### config.mk
export PLATFORM = sky130hd
export DESIGN_NAME = store_buffer
export DESIGN_NICKNAME = d
export VERILOG_FILES = /design/src/rtl/store_buffer_pkg.sv /design/src/rtl/sb_fwd_merge.sv /design/src/rtl/store_buffer.sv
export SDC_FILE = /design/constraint.sdc
export NUM_CORES = 1
export LEC_CHECK = 0
export ABC_AREA = 1
export CORE_AREA = 2 2 191 193
export DETAILED_ROUTE_END_ITERATION = 10
export DIE_AREA = 0 0 193 195
export MAX_ROUTING_LAYER = met4
export PLACE_DENSITY_LB_ADDON = 0.3
export SYNTH_ARGS = -nofsm -noshare
export SYNTH_HDL_FRONTEND = slang
export SYNTH_SLANG_ARGS = --single-unit
### constraint.sdc
create_clock -name clk -period 9.2 [get_ports clk]
set_input_delay 0.92 -clock clk [delete_from_list [all_inputs] [get_ports clk]]
set_output_delay 0.92 -clock clk [all_outputs]
set_load 0.05 [all_outputs]
### src/rtl/store_buffer_pkg.sv
// Shared types and helpers for the in-order store buffer and its forwarding merge.
package store_buffer_pkg;

    localparam int STORE_BUFFER_SIZE = 4;
    localparam int SB_ADDR_W         = 32;
    localparam int SB_DATA_W         = 32;

    typedef logic [$clog2(STORE_BUFFER_SIZE)-1:0] store_buffer_idx_t;

    typedef enum logic [1:0] {
        BYTE = 2'b00,
        HALF = 2'b01,
        WORD = 2'b10
    } mem_size_t;

    // One buffered store: word-aligned address, lane-aligned data, byte enables.
    typedef struct packed {
        logic [SB_ADDR_W-1:0] addr;
        logic [SB_DATA_W-1:0] data;
        logic [3:0]           be;
    } sb_entry_t;

    // Byte-enable mask of an access of the given size at byte offset off.
    function automatic logic [3:0] size_to_be(mem_size_t size, logic [1:0] off);
        logic [3:0] mask;
        case (size)
            BYTE:    mask = 4'b0001;
            HALF:    mask = 4'b0011;
            WORD:    mask = 4'b1111;
            default: mask = 4'b0000;
        endcase
        return mask << off;
    endfunction

    // Move LSB-aligned store data into the byte lanes it will occupy.
    function automatic logic [SB_DATA_W-1:0] lane_align(logic [SB_DATA_W-1:0] data, logic [1:0] off);
        return data << {off, 3'b000};
    endfunction

endpackage

### src/rtl/sb_fwd_merge.sv
// Store-to-load forwarding: per-lane youngest-wins selection over live entries [head, tail).
module sb_fwd_merge
    import store_buffer_pkg::*;
#(
    parameter  int DEPTH  = STORE_BUFFER_SIZE,
    parameter  int ADDR_W = SB_ADDR_W,
    localparam int IDX_W  = $clog2(DEPTH),
    localparam int PTR_W  = IDX_W + 1
) (
    input  sb_entry_t         entries_i [DEPTH],
    input  logic [PTR_W-1:0]  head_i,
    input  logic [PTR_W-1:0]  tail_i,
    input  logic              ld_valid_i,
    input  logic [ADDR_W-1:0] ld_addr_i,
    input  logic [1:0]        ld_size_i,
    output logic              fwd_hit_o,
    output logic              fwd_partial_o,
    output logic [31:0]       fwd_data_o
);

    logic [PTR_W-1:0]     occ;
    logic [IDX_W-1:0]     slot;
    logic [3:0]           need;
    logic [3:0]           covered;
    logic [31:0]          merged;
    logic [SB_ADDR_W-1:0] ld_word;

    // Walk entries oldest to youngest so a younger store overwrites an older one per lane.
    always_comb begin
        // NOTE: every variable gets a default before the loop so no latch is inferred.
        occ     = tail_i - head_i;
        need    = size_to_be(mem_size_t'(ld_size_i), ld_addr_i[1:0]);
        ld_word = SB_ADDR_W'({ld_addr_i[ADDR_W-1:2], 2'b00});
        covered = '0;
        merged  = '0;
        slot    = '0;
        for (int k = 0; k < DEPTH; k++) begin
            slot = IDX_W'(head_i + PTR_W'(k));
            if (PTR_W'(k) < occ && entries_i[slot].addr == ld_word) begin
                for (int l = 0; l < 4; l++) begin
                    if (need[l] && entries_i[slot].be[l]) begin
                        covered[l]        = 1'b1;
                        merged[8*l +: 8] = entries_i[slot].data[8*l +: 8];
                    end
                end
            end
        end
        fwd_hit_o     = ld_valid_i && (need != 4'b0000) && (covered == need);
        fwd_partial_o = ld_valid_i && (covered != 4'b0000) && (covered != need);
        fwd_data_o    = ld_valid_i ? merged : '0;
    end

endmodule

### src/rtl/store_buffer.sv
// In-order store buffer: allocate at MEM, commit at ROB retire, drain committed stores to memory.
module store_buffer
    import store_buffer_pkg::*;
#(
    parameter  int DEPTH  = STORE_BUFFER_SIZE,
    parameter  int ADDR_W = SB_ADDR_W,
    parameter  int DATA_W = SB_DATA_W,
    localparam int IDX_W  = $clog2(DEPTH),
    localparam int PTR_W  = IDX_W + 1
) (
    input  logic              clk,
    input  logic              rst_n,
    input  logic              alloc_valid_i,
    output logic              alloc_ready_o,
    input  logic [ADDR_W-1:0] alloc_addr_i,
    input  logic [DATA_W-1:0] alloc_data_i,
    input  logic [1:0]        alloc_size_i,
    output logic [IDX_W-1:0]  alloc_idx_o,
    input  logic              commit_valid_i,
    input  logic [IDX_W-1:0]  commit_idx_i,
    input  logic              flush_i,
    output logic              mem_req_valid_o,
    input  logic              mem_req_ready_i,
    output logic [ADDR_W-1:0] mem_req_addr_o,
    output logic [DATA_W-1:0] mem_req_data_o,
    output logic [3:0]        mem_req_be_o,
    input  logic              ld_valid_i,
    input  logic [ADDR_W-1:0] ld_addr_i,
    input  logic [1:0]        ld_size_i,
    output logic              fwd_hit_o,
    output logic              fwd_partial_o,
    output logic [DATA_W-1:0] fwd_data_o,
    output logic [PTR_W-1:0]  count_o,
    output logic              empty_o,
    output logic              err_o
);

    logic [PTR_W-1:0] head_q, head_d;
    logic [PTR_W-1:0] cmt_q,  cmt_d;
    logic [PTR_W-1:0] tail_q, tail_d;
    logic             err_q,  err_d;
    logic [PTR_W-1:0] count;
    logic             alloc_fire, drain_fire, commit_ok;
    logic [IDX_W-1:0] head_slot, tail_slot;
    sb_entry_t        alloc_entry;
    sb_entry_t        entries_q [DEPTH];

    // Pointer, handshake and error next-state logic.
    always_comb begin
        head_slot       = head_q[IDX_W-1:0];
        tail_slot       = tail_q[IDX_W-1:0];
        count           = tail_q - head_q;
        alloc_ready_o   = (count != PTR_W'(DEPTH)) && !flush_i;
        alloc_fire      = alloc_valid_i && alloc_ready_o;
        mem_req_valid_o = (head_q != cmt_q);
        drain_fire      = mem_req_valid_o && mem_req_ready_i;
        commit_ok       = commit_valid_i && (cmt_q != tail_q);

        head_d = head_q + PTR_W'(drain_fire);
        cmt_d  = cmt_q + PTR_W'(commit_ok);
        // A flush rewinds tail onto the post-commit cmt, dropping only uncommitted stores.
        tail_d = flush_i ? cmt_d : tail_q + PTR_W'(alloc_fire);

        err_d = err_q;
        if (commit_valid_i && !commit_ok) begin
            err_d = 1'b1;
        end
        if (commit_ok && commit_idx_i != cmt_q[IDX_W-1:0]) begin
            err_d = 1'b1;
        end

        alloc_entry.addr = SB_ADDR_W'({alloc_addr_i[ADDR_W-1:2], 2'b00});
        alloc_entry.data = lane_align(alloc_data_i, alloc_addr_i[1:0]);
        alloc_entry.be   = size_to_be(mem_size_t'(alloc_size_i), alloc_addr_i[1:0]);
    end

    // Control state registers.
    always_ff @(posedge clk or negedge rst_n) begin
        // NOTE: sequential state uses non-blocking assignments so all flops update together.
        if (!rst_n) begin
            head_q <= '0;
            cmt_q  <= '0;
            tail_q <= '0;
            err_q  <= 1'b0;
        end else begin
            head_q <= head_d;
            cmt_q  <= cmt_d;
            tail_q <= tail_d;
            err_q  <= err_d;
        end
    end

    // Entry payload storage, written at the tail slot on an accepted allocation.
    always_ff @(posedge clk) begin
        // NOTE: payloads carry no reset; the pointers alone decide which entries are live.
        if (alloc_fire) begin
            entries_q[tail_slot] <= alloc_entry;
        end
    end

    assign mem_req_addr_o = ADDR_W'(entries_q[head_slot].addr);
    assign mem_req_data_o = entries_q[head_slot].data;
    assign mem_req_be_o   = entries_q[head_slot].be;
    assign alloc_idx_o    = tail_slot;
    assign count_o        = count;
    assign empty_o        = (count == '0);
    assign err_o          = err_q;

    sb_fwd_merge #(
        .DEPTH  (DEPTH),
        .ADDR_W (ADDR_W)
    ) u_fwd (
        .entries_i     (entries_q),
        .head_i        (head_q),
        .tail_i        (tail_q),
        .ld_valid_i    (ld_valid_i),
        .ld_addr_i     (ld_addr_i),
        .ld_size_i     (ld_size_i),
        .fwd_hit_o     (fwd_hit_o),
        .fwd_partial_o (fwd_partial_o),
        .fwd_data_o    (fwd_data_o)
    );

endmodule

* Word-level counts from Yosys, hierarchy flattened *
Cells that the tools add are included.
Widths: inputs -> output; s select.

storage, ports and cells
  latch bits = 0
  memory bits (writable) = 0
  input bits = 109
  register bits = 282
  logic and storage cells = 155
  ROM bits = 0
  memories = 0

operators by class
  muxes and demuxes = 61
  div/mod/pow operators = 0
  multipliers = 0
  order comparisons = 10
  $add $sub $neg = 7
  bitwise logic cells = 5
  eq/ne operators = 14
  shift-type cells = 3
  reductions and logical operators = 39

operators with widths
  operator             count
  $mux 68              9
  $bmux 68 s2          4
  $bwmux 272           1
  $mux 32              5
  $demux 68 s2         1
  $eq 32x32->1         4
  $mux 8               16
  $shl 32x5->32        1
  $logic_and 1x1->1    31
  $pmux 4 s3           2
  $mux 1               18
  $mux 4               4
  $ge 3x3->1 const B   5
  $not 2->3            5
  $add 3x1->3          3
  $reduce_bool 4->1    2
  $shl 4x2->4          2
  $lt 1x3->1 const A   2
  $lt 2x3->1 const A   2
  $ne 3x3->1           2
  $add 2x2->2 const B  2
  $eq 2x1->1 const B   2
  $eq 2x2->1 const B   2
  $eq 4x4->1           1
  11 further kinds     13

* Longest topological paths before layout *
  depth in word-level cells = 16
  mapped depth = 23
  gate-level depth less buffers = 19

* Hierarchy *
Synthesis repeated with hierarchy kept, for this count alone.

unflattened totals
  cells, all modules = 3,214
  area total of the unflattened synthesis = 21,518.1 um2

modules (own cells, without submodules)
  module        cells each  seq. area each (um2)  times used  area an instance (um2)
  store_buffer  844         8,177.8               1           11,118.2
  sb_fwd_merge  2,370       0.0                   1           10,400.0

* Worst setup path before layout *
No wires, ideal clock.

  kind = register -> register
  from = reg tail_q[0]
  to = reg entries_q[0] (netlist name) (enable)
  required time = 8.628 ns
  setup time = 0.572 ns
  data arrival time = 6.792 ns
  stages on the path, launching flop included = 11
  slack = 1.836 ns
  cell sequence = dfrtp_1 inv_1 ha_1 fa_1 nand3_1 nand2_1 nand3_1 nand2_1 inv_1 nand2_1 nor3_1

on the way
  longest elaborated chain between the ends = 4

RTL lines
  what                            line                source
  start: declaration              store_buffer.sv:40  logic [PTR_W-1:0] tail_q, tail_d;
  start signal: assignment        store_buffer.sv:88  tail_q <= tail_d;
  $sub 3x3->3                     store_buffer.sv:52  count = tail_q - head_q;
  net count_o[2]                  store_buffer.sv:33  output logic [PTR_W-1:0] count_o,
  $ne 3x3->1                      store_buffer.sv:53  alloc_ready_o = (count != PTR_W'(DEPTH)) && !flush_i;
  $logic_and 1x1->1               store_buffer.sv:53
  net alloc_ready_o               store_buffer.sv:14  output logic alloc_ready_o,
  $logic_and 1x1->1               store_buffer.sv:54  alloc_fire = alloc_valid_i && alloc_ready_o;
  end signal: indexed assignment  store_buffer.sv:97  entries_q[tail_slot] <= alloc_entry;
  end: declaration                store_buffer.sv:46  sb_entry_t entries_q [DEPTH];

The timed path passes the listed nets, and every way through them passes these cells.
A chain may end at the register's enable or synchronous reset.

* Worst setup path after layout *
  from = reg head_q[0]
  to = out fwd_data_o[24]

on the way
  longest elaborated chain between the ends = 14
  elaborated cells on any way between the ends = 45
  classes of those cells = add/sub (4); order compare (4); eq/ne (4); mux (21); bitwise (4); reduce/logical (8)

RTL lines
  what                                                  line                source
  start: declaration                                    store_buffer.sv:38  logic [PTR_W-1:0] head_q, head_d;
  start signal: assignment                              store_buffer.sv:81  head_q <= '0;
  start signal: assignment                              store_buffer.sv:86  head_q <= head_d;
  branches (longest 12 deep; another with $add 2x1->2)  -
  $mux 32 *                                             sb_fwd_merge.sv:39  if (PTR_W'(k) < occ && entries_i[slot].addr == ld_word) begin
  $mux 32 *                                             sb_fwd_merge.sv:50  fwd_data_o = ld_valid_i ? merged : '0;
  end: declaration                                      store_buffer.sv:32  output logic [DATA_W-1:0] fwd_data_o,

Mark *: on every way between the ends. The select of a mux whose other input is x is not followed.

==> PnR_summary.wiki <==
{| class="wikitable"
! Metric !! Value
|-
| Status || completed
|-
| Number of cells on the worst reg-to-reg path || 13
|-
| Startpoint of the worst hold path || err_o$_DFFE_PN0P_
|-
| Type of destination of the critical path || output pin
|-
| Kind of critical path || reg2out
|-
| Number of maximum-capacitance constraint violations || 0
|-
| Share of cell area taken by muxes after synthesis || 0.3094%
|-
| DR pass1 iterations || 6
|-
| Std-Cell Rows || 69
|-
| Total standard cell area after synthesis || 19410 um2
|-
| Layout Nets || 3026
|-
| Critical Path, Cell by Cell || buf_4 > buf_4 > nand2_1 > nand2_1 > nand2_1 > nand3_1 > nand2_1 > inv_1 > nand2_1 > nor2_1 > nand2_1 > nor2_4 > and2_0 > buf_4 > nand3_1 > nand3_1 > nand2_1 > a21oi_1 > clkdlybuf4s50_1
|-
| DRC violation count after routing || 0
|-
| Global-route wire length before repair || 95.55 mm
|-
| Die H || 195 um
|-
| Antenna-violating nets left || 0
|-
| Initial core utilization || 54.85%
|-
| R2R setup slack || 4370 ps
|-
| Maximum number of pins on one net before global-route repair || 110
|-
| Leakage power || 9.938 nW
|-
| Area fraction in compound gates after synthesis || 11.57%
|-
| Clock-pin transition on the worst setup and hold timing paths || 60 ps
|-
| Yosys warns || 0
|-
| Number of buffers added by the clock tree synthesis step || 34
|-
| Maximum fanout encountered on the critical timing path || 108
|-
| Top flip-flop cell by instance count after synthesis || sky130_fd_sc_hd__edfxtp_1
|-
| #FFs+latches synth || 274
|-
| Worst slew margin relative to its limit || 30.09%
|-
| Unrepaired setup endpoints after global routing || no
|-
| Root buffer cell || sky130_fd_sc_hd__clkbuf_16
|-
| CTS tree || built
|-
| Final-report hold violation count || 0
|-
| Average wire length per cell after detail routing || 18.31 um
|-
| Worst-case clock skew || 13.53 ps
|-
| Syn Area/Cell || 6.981 um2
|-
| Final design instance area without fill || 22650 um2
|-
| Horizontal die dimension || 193 um
|-
| Sequential cell area fraction in the yosys report || 42.12%
|-
| Largest family of logic cells by synthesized area || simple AND/OR/NAND/NOR gates
|-
| Via total after detailed routing || 19670
|-
| Layout fillers || 3026
|-
| Endpoint, Worst Hold || err_o$_DFFE_PN0P_
|-
| Path type of the worst min-delay path || reg2reg
|-
| Die area || 37640 um2
|-
| Number of placed I/O pins || 220
|-
| Crit. Startpoint || head_q[0]$_DFF_PN0_
|-
| PD cells || 355.6 nW/um2
|-
| Pins Over Slew Limit || 0
|-
| Worst endpoint data arrival time || 6210 ps
|-
| Tightest Pin Transition || 1041 ps
|-
| Vias in the first global route || 17900
|-
| Final GP Congestion || 0.9550
|-
| Global-route congestion overflow total || 0
|-
| Worst reg2reg endpoint || entries_q[78]$_DFFE_PP_
|-
| Adder-cell share of the synthesized area || 0.8121%
|-
| H-tree levels || 2
|-
| Worst-path cell with the longest stage delay || sky130_fd_sc_hd__dfrtp_4
|-
| Largest stage delay, worst path || 1020 ps
|-
| Post-DP Area || 21580 um2
|-
| Global-route usage over all layers || 33.76%
|-
| Number of vias per cell || 5.798
|-
| Clock sink count || 274
|-
| Cell count after synthesis || 2781
|-
| Most common library cell in the layout ignoring fill and taps || sky130_fd_sc_hd__nand2_1
|-
| Signed area change from the synthesized netlist to the final layout || 16.67%
|-
| Layout Utilization || 63.99%
|-
| Placeable core area || 35400 um2
|-
| Critical Path RT || 8280 ps
|-
| Final Routed Wirelength || 62.11 mm
|-
| Global-route met2 utilization || 50.46%
|-
| Bufs on Longest Clock Path || 3
|-
| DRT iter0 DRCs || 2571
|-
| Final-layout setup total negative slack || 0 ps
|-
| Synthesized-area fraction occupied by and/or/nand/nor cells || 35.49%
|-
| R2R Path Start || head_q[0]$_DFF_PN0_
|-
| Setup fix buffers added after clock tree synthesis || 0
|-
| Highest clock rate || 140.3 MHz
|-
| Cell occurring most often along the worst timing path || sky130_fd_sc_hd__nand2_1
|-
| Clock latency at the later pin of the worst-skew pair || 540 ps
|-
| Worst IR drop on VDD || 0.4499 mV
|-
| Share of final-layout standard cells stronger than drive strength 1 || 4.681%
|-
| Met1 GRT Util || 46.66%
|-
| Post-layout minimum cycle time || 7128 ps
|-
| Most crowded layer after global routing || met2
|-
| Routing usage on met3 || 5.122%
|-
| Worst hold path cell count || 1
|-
| Number of antenna violations at the first check in global routing || 5
|-
| CTS resizes || 0
|-
| Quantity of I/O buffers inserted on ports || 217
|-
| Share of synthesized flip-flops with an asynchronous set or reset || 3.650%
|-
| Hold bufs inserted after CTS || 0
|-
| Startpoint type of the worst setup path || flop
|-
| Tcrit/Tclk final || 77.48%
|-
| Number of distinct library cells after synthesis || 46
|-
| Post-synth EDFFs || 264
|-
| Highest-count cells in the layout ignoring fill and taps || sky130_fd_sc_hd__nand2_1 (1134), sky130_fd_sc_hd__nand3_1 (338), sky130_fd_sc_hd__o21ai_0 (330)
|-
| Final number of setup-violating endpoints || 0
|-
| Post-synthesis share of cell area spent on xor and xnor gates || 0.9023%
|-
| Final HPWL DP || 42.77 mm
|}
[registers in the layout, summed over array words and instances, names as in the netlist]
| register | cells |
|---|---|
| cmt_q | 3 |
| entries_q | 264 |
| err_o | 1 |
| head_q | 3 |
| tail_q | 3 |
[power by group]
| part | internal [mW] | switching, mW | leakage (nW) |
|---|---|---|---|
| Combinational | 1.40 | 3.62 | 6.89 |
| Sequential | 1.56 | 0.168 | 2.52 |
| Clock | 0.778 | 0.538 | 0.530 |
[worst max path at each step]
stage | endpoint | slack (ps) | depth (start not counted)
2_1_floorplan | entries_q[0]$_DFFE_PP_ | 1840 | 10
3_3_place_gp | fwd_data_o[24] | 2860 | 19
3_5_place_dp | fwd_data_o[24] | 2720 | 19
4_1_cts | fwd_data_o[24] | 2120 | 19
5_1_grt | fwd_data_o[24] | 1620 | 19
6_report | fwd_data_o[24] | 2070 | 19
[layer usage]
layer / share of wire (%) / routed length [um]
met5: 0 / 0
met1: 41 / 25360
met4: 3.3 / 2032
met3: 12 / 7163
met2: 44 / 27550
[logic make-up (layout without fill, tap and decap cells)]
kind of cell               after synthesis  in the layout
and+or+nand+nor                       1638           1638
AOI/OAI and AO/OA                      433            433
buffers and inverters                  397            542
DFF                                    274            274
xor gates and xnor gates                20             20
adders and majority gates               12             12
muxes                                    6              6
other                                    1              6
[synthesized netlist by cell type (2+ instances only)]
library cell | number | area share, %
sky130_fd_sc_hd__or2_2 | 26 | 0.84
sky130_fd_sc_hd__inv_2 | 5 | 0.097
sky130_fd_sc_hd__xor2_1 | 11 | 0.50
sky130_fd_sc_hd__o21ai_0 | 330 | 8.5
sky130_fd_sc_hd__nand4_1 | 23 | 0.74
sky130_fd_sc_hd__xnor2_1 | 9 | 0.41
sky130_fd_sc_hd__nand3_2 | 12 | 0.62
sky130_fd_sc_hd__a22oi_1 | 5 | 0.19
sky130_fd_sc_hd__buf_1 | 13 | 0.25
sky130_fd_sc_hd__clkbuf_1 | 58 | 1.1
sky130_fd_sc_hd__mux2i_1 | 6 | 0.31
sky130_fd_sc_hd__nand2_2 | 2 | 0.064
sky130_fd_sc_hd__nor3_1 | 7 | 0.18
sky130_fd_sc_hd__a211oi_1 | 2 | 0.077
sky130_fd_sc_hd__o31ai_1 | 3 | 0.12
sky130_fd_sc_hd__ha_1 | 11 | 0.71
sky130_fd_sc_hd__o21ai_1 | 20 | 0.52
sky130_fd_sc_hd__nor2_4 | 7 | 0.41
sky130_fd_sc_hd__inv_4 | 2 | 0.064
sky130_fd_sc_hd__buf_6 | 11 | 0.64
sky130_fd_sc_hd__nor2_1 | 71 | 1.4
sky130_fd_sc_hd__nand3_1 | 338 | 8.7
sky130_fd_sc_hd__dfrtp_1 | 10 | 1.3
sky130_fd_sc_hd__nand2_1 | 1134 | 22
sky130_fd_sc_hd__buf_4 | 16 | 0.62
sky130_fd_sc_hd__or2_0 | 9 | 0.29
sky130_fd_sc_hd__nor2_2 | 4 | 0.13
sky130_fd_sc_hd__inv_1 | 239 | 4.6
sky130_fd_sc_hd__o21a_1 | 2 | 0.077
sky130_fd_sc_hd__o211ai_1 | 6 | 0.23
sky130_fd_sc_hd__a21oi_1 | 60 | 1.5
sky130_fd_sc_hd__buf_2 | 52 | 1.3
sky130_fd_sc_hd__edfxtp_1 | 264 | 41
[critical path, delay by kind of cell (launching register included)]
family	cells	cell delay, ps
AND/OR/NAND/NOR	13	1440
AO/OA/AOI/OAI	1	290
buffers and inverters	5	2860
flip-flops	1	1020
[area by class of cell]
cell class	instances	area, um2	share of cell area [%]
Clock inverter	18	167.7	0.7402
Timing Repair Buffer	237	2322	10.25
Inverter	247	932.1	4.115
Multi-Input combinational cell	2111	9562	42.21
Sequential cell	274	8185	36.14
Clock buffer	40	894.6	3.950
Antenna cell	4	10.01	0.04419
Tap cell	461	576.8	2.547
[stage by stage]
| stage | worst slack [ps] | hold WS [ps] | power [mW] | std cells |
|---|---|---|---|---|
| 3_5_place_dp | 2722 | 452.0 | 6.644 | 3330 |
| 5_1_grt | 1623 | 488.2 | 8.568 | 3392 |
| 3_3_place_gp | 2861 | 451.0 | 6.536 | 3330 |
| 4_1_cts | 2124 | 465.7 | 7.967 | 3388 |
| 2_1_floorplan | 1836 | 500.2 | 5.337 | 2782 |
| 6_report | 2072 | 460.9 | 8.054 | 3392 |
No activity file was read; power rests on OpenSTA's default activity.
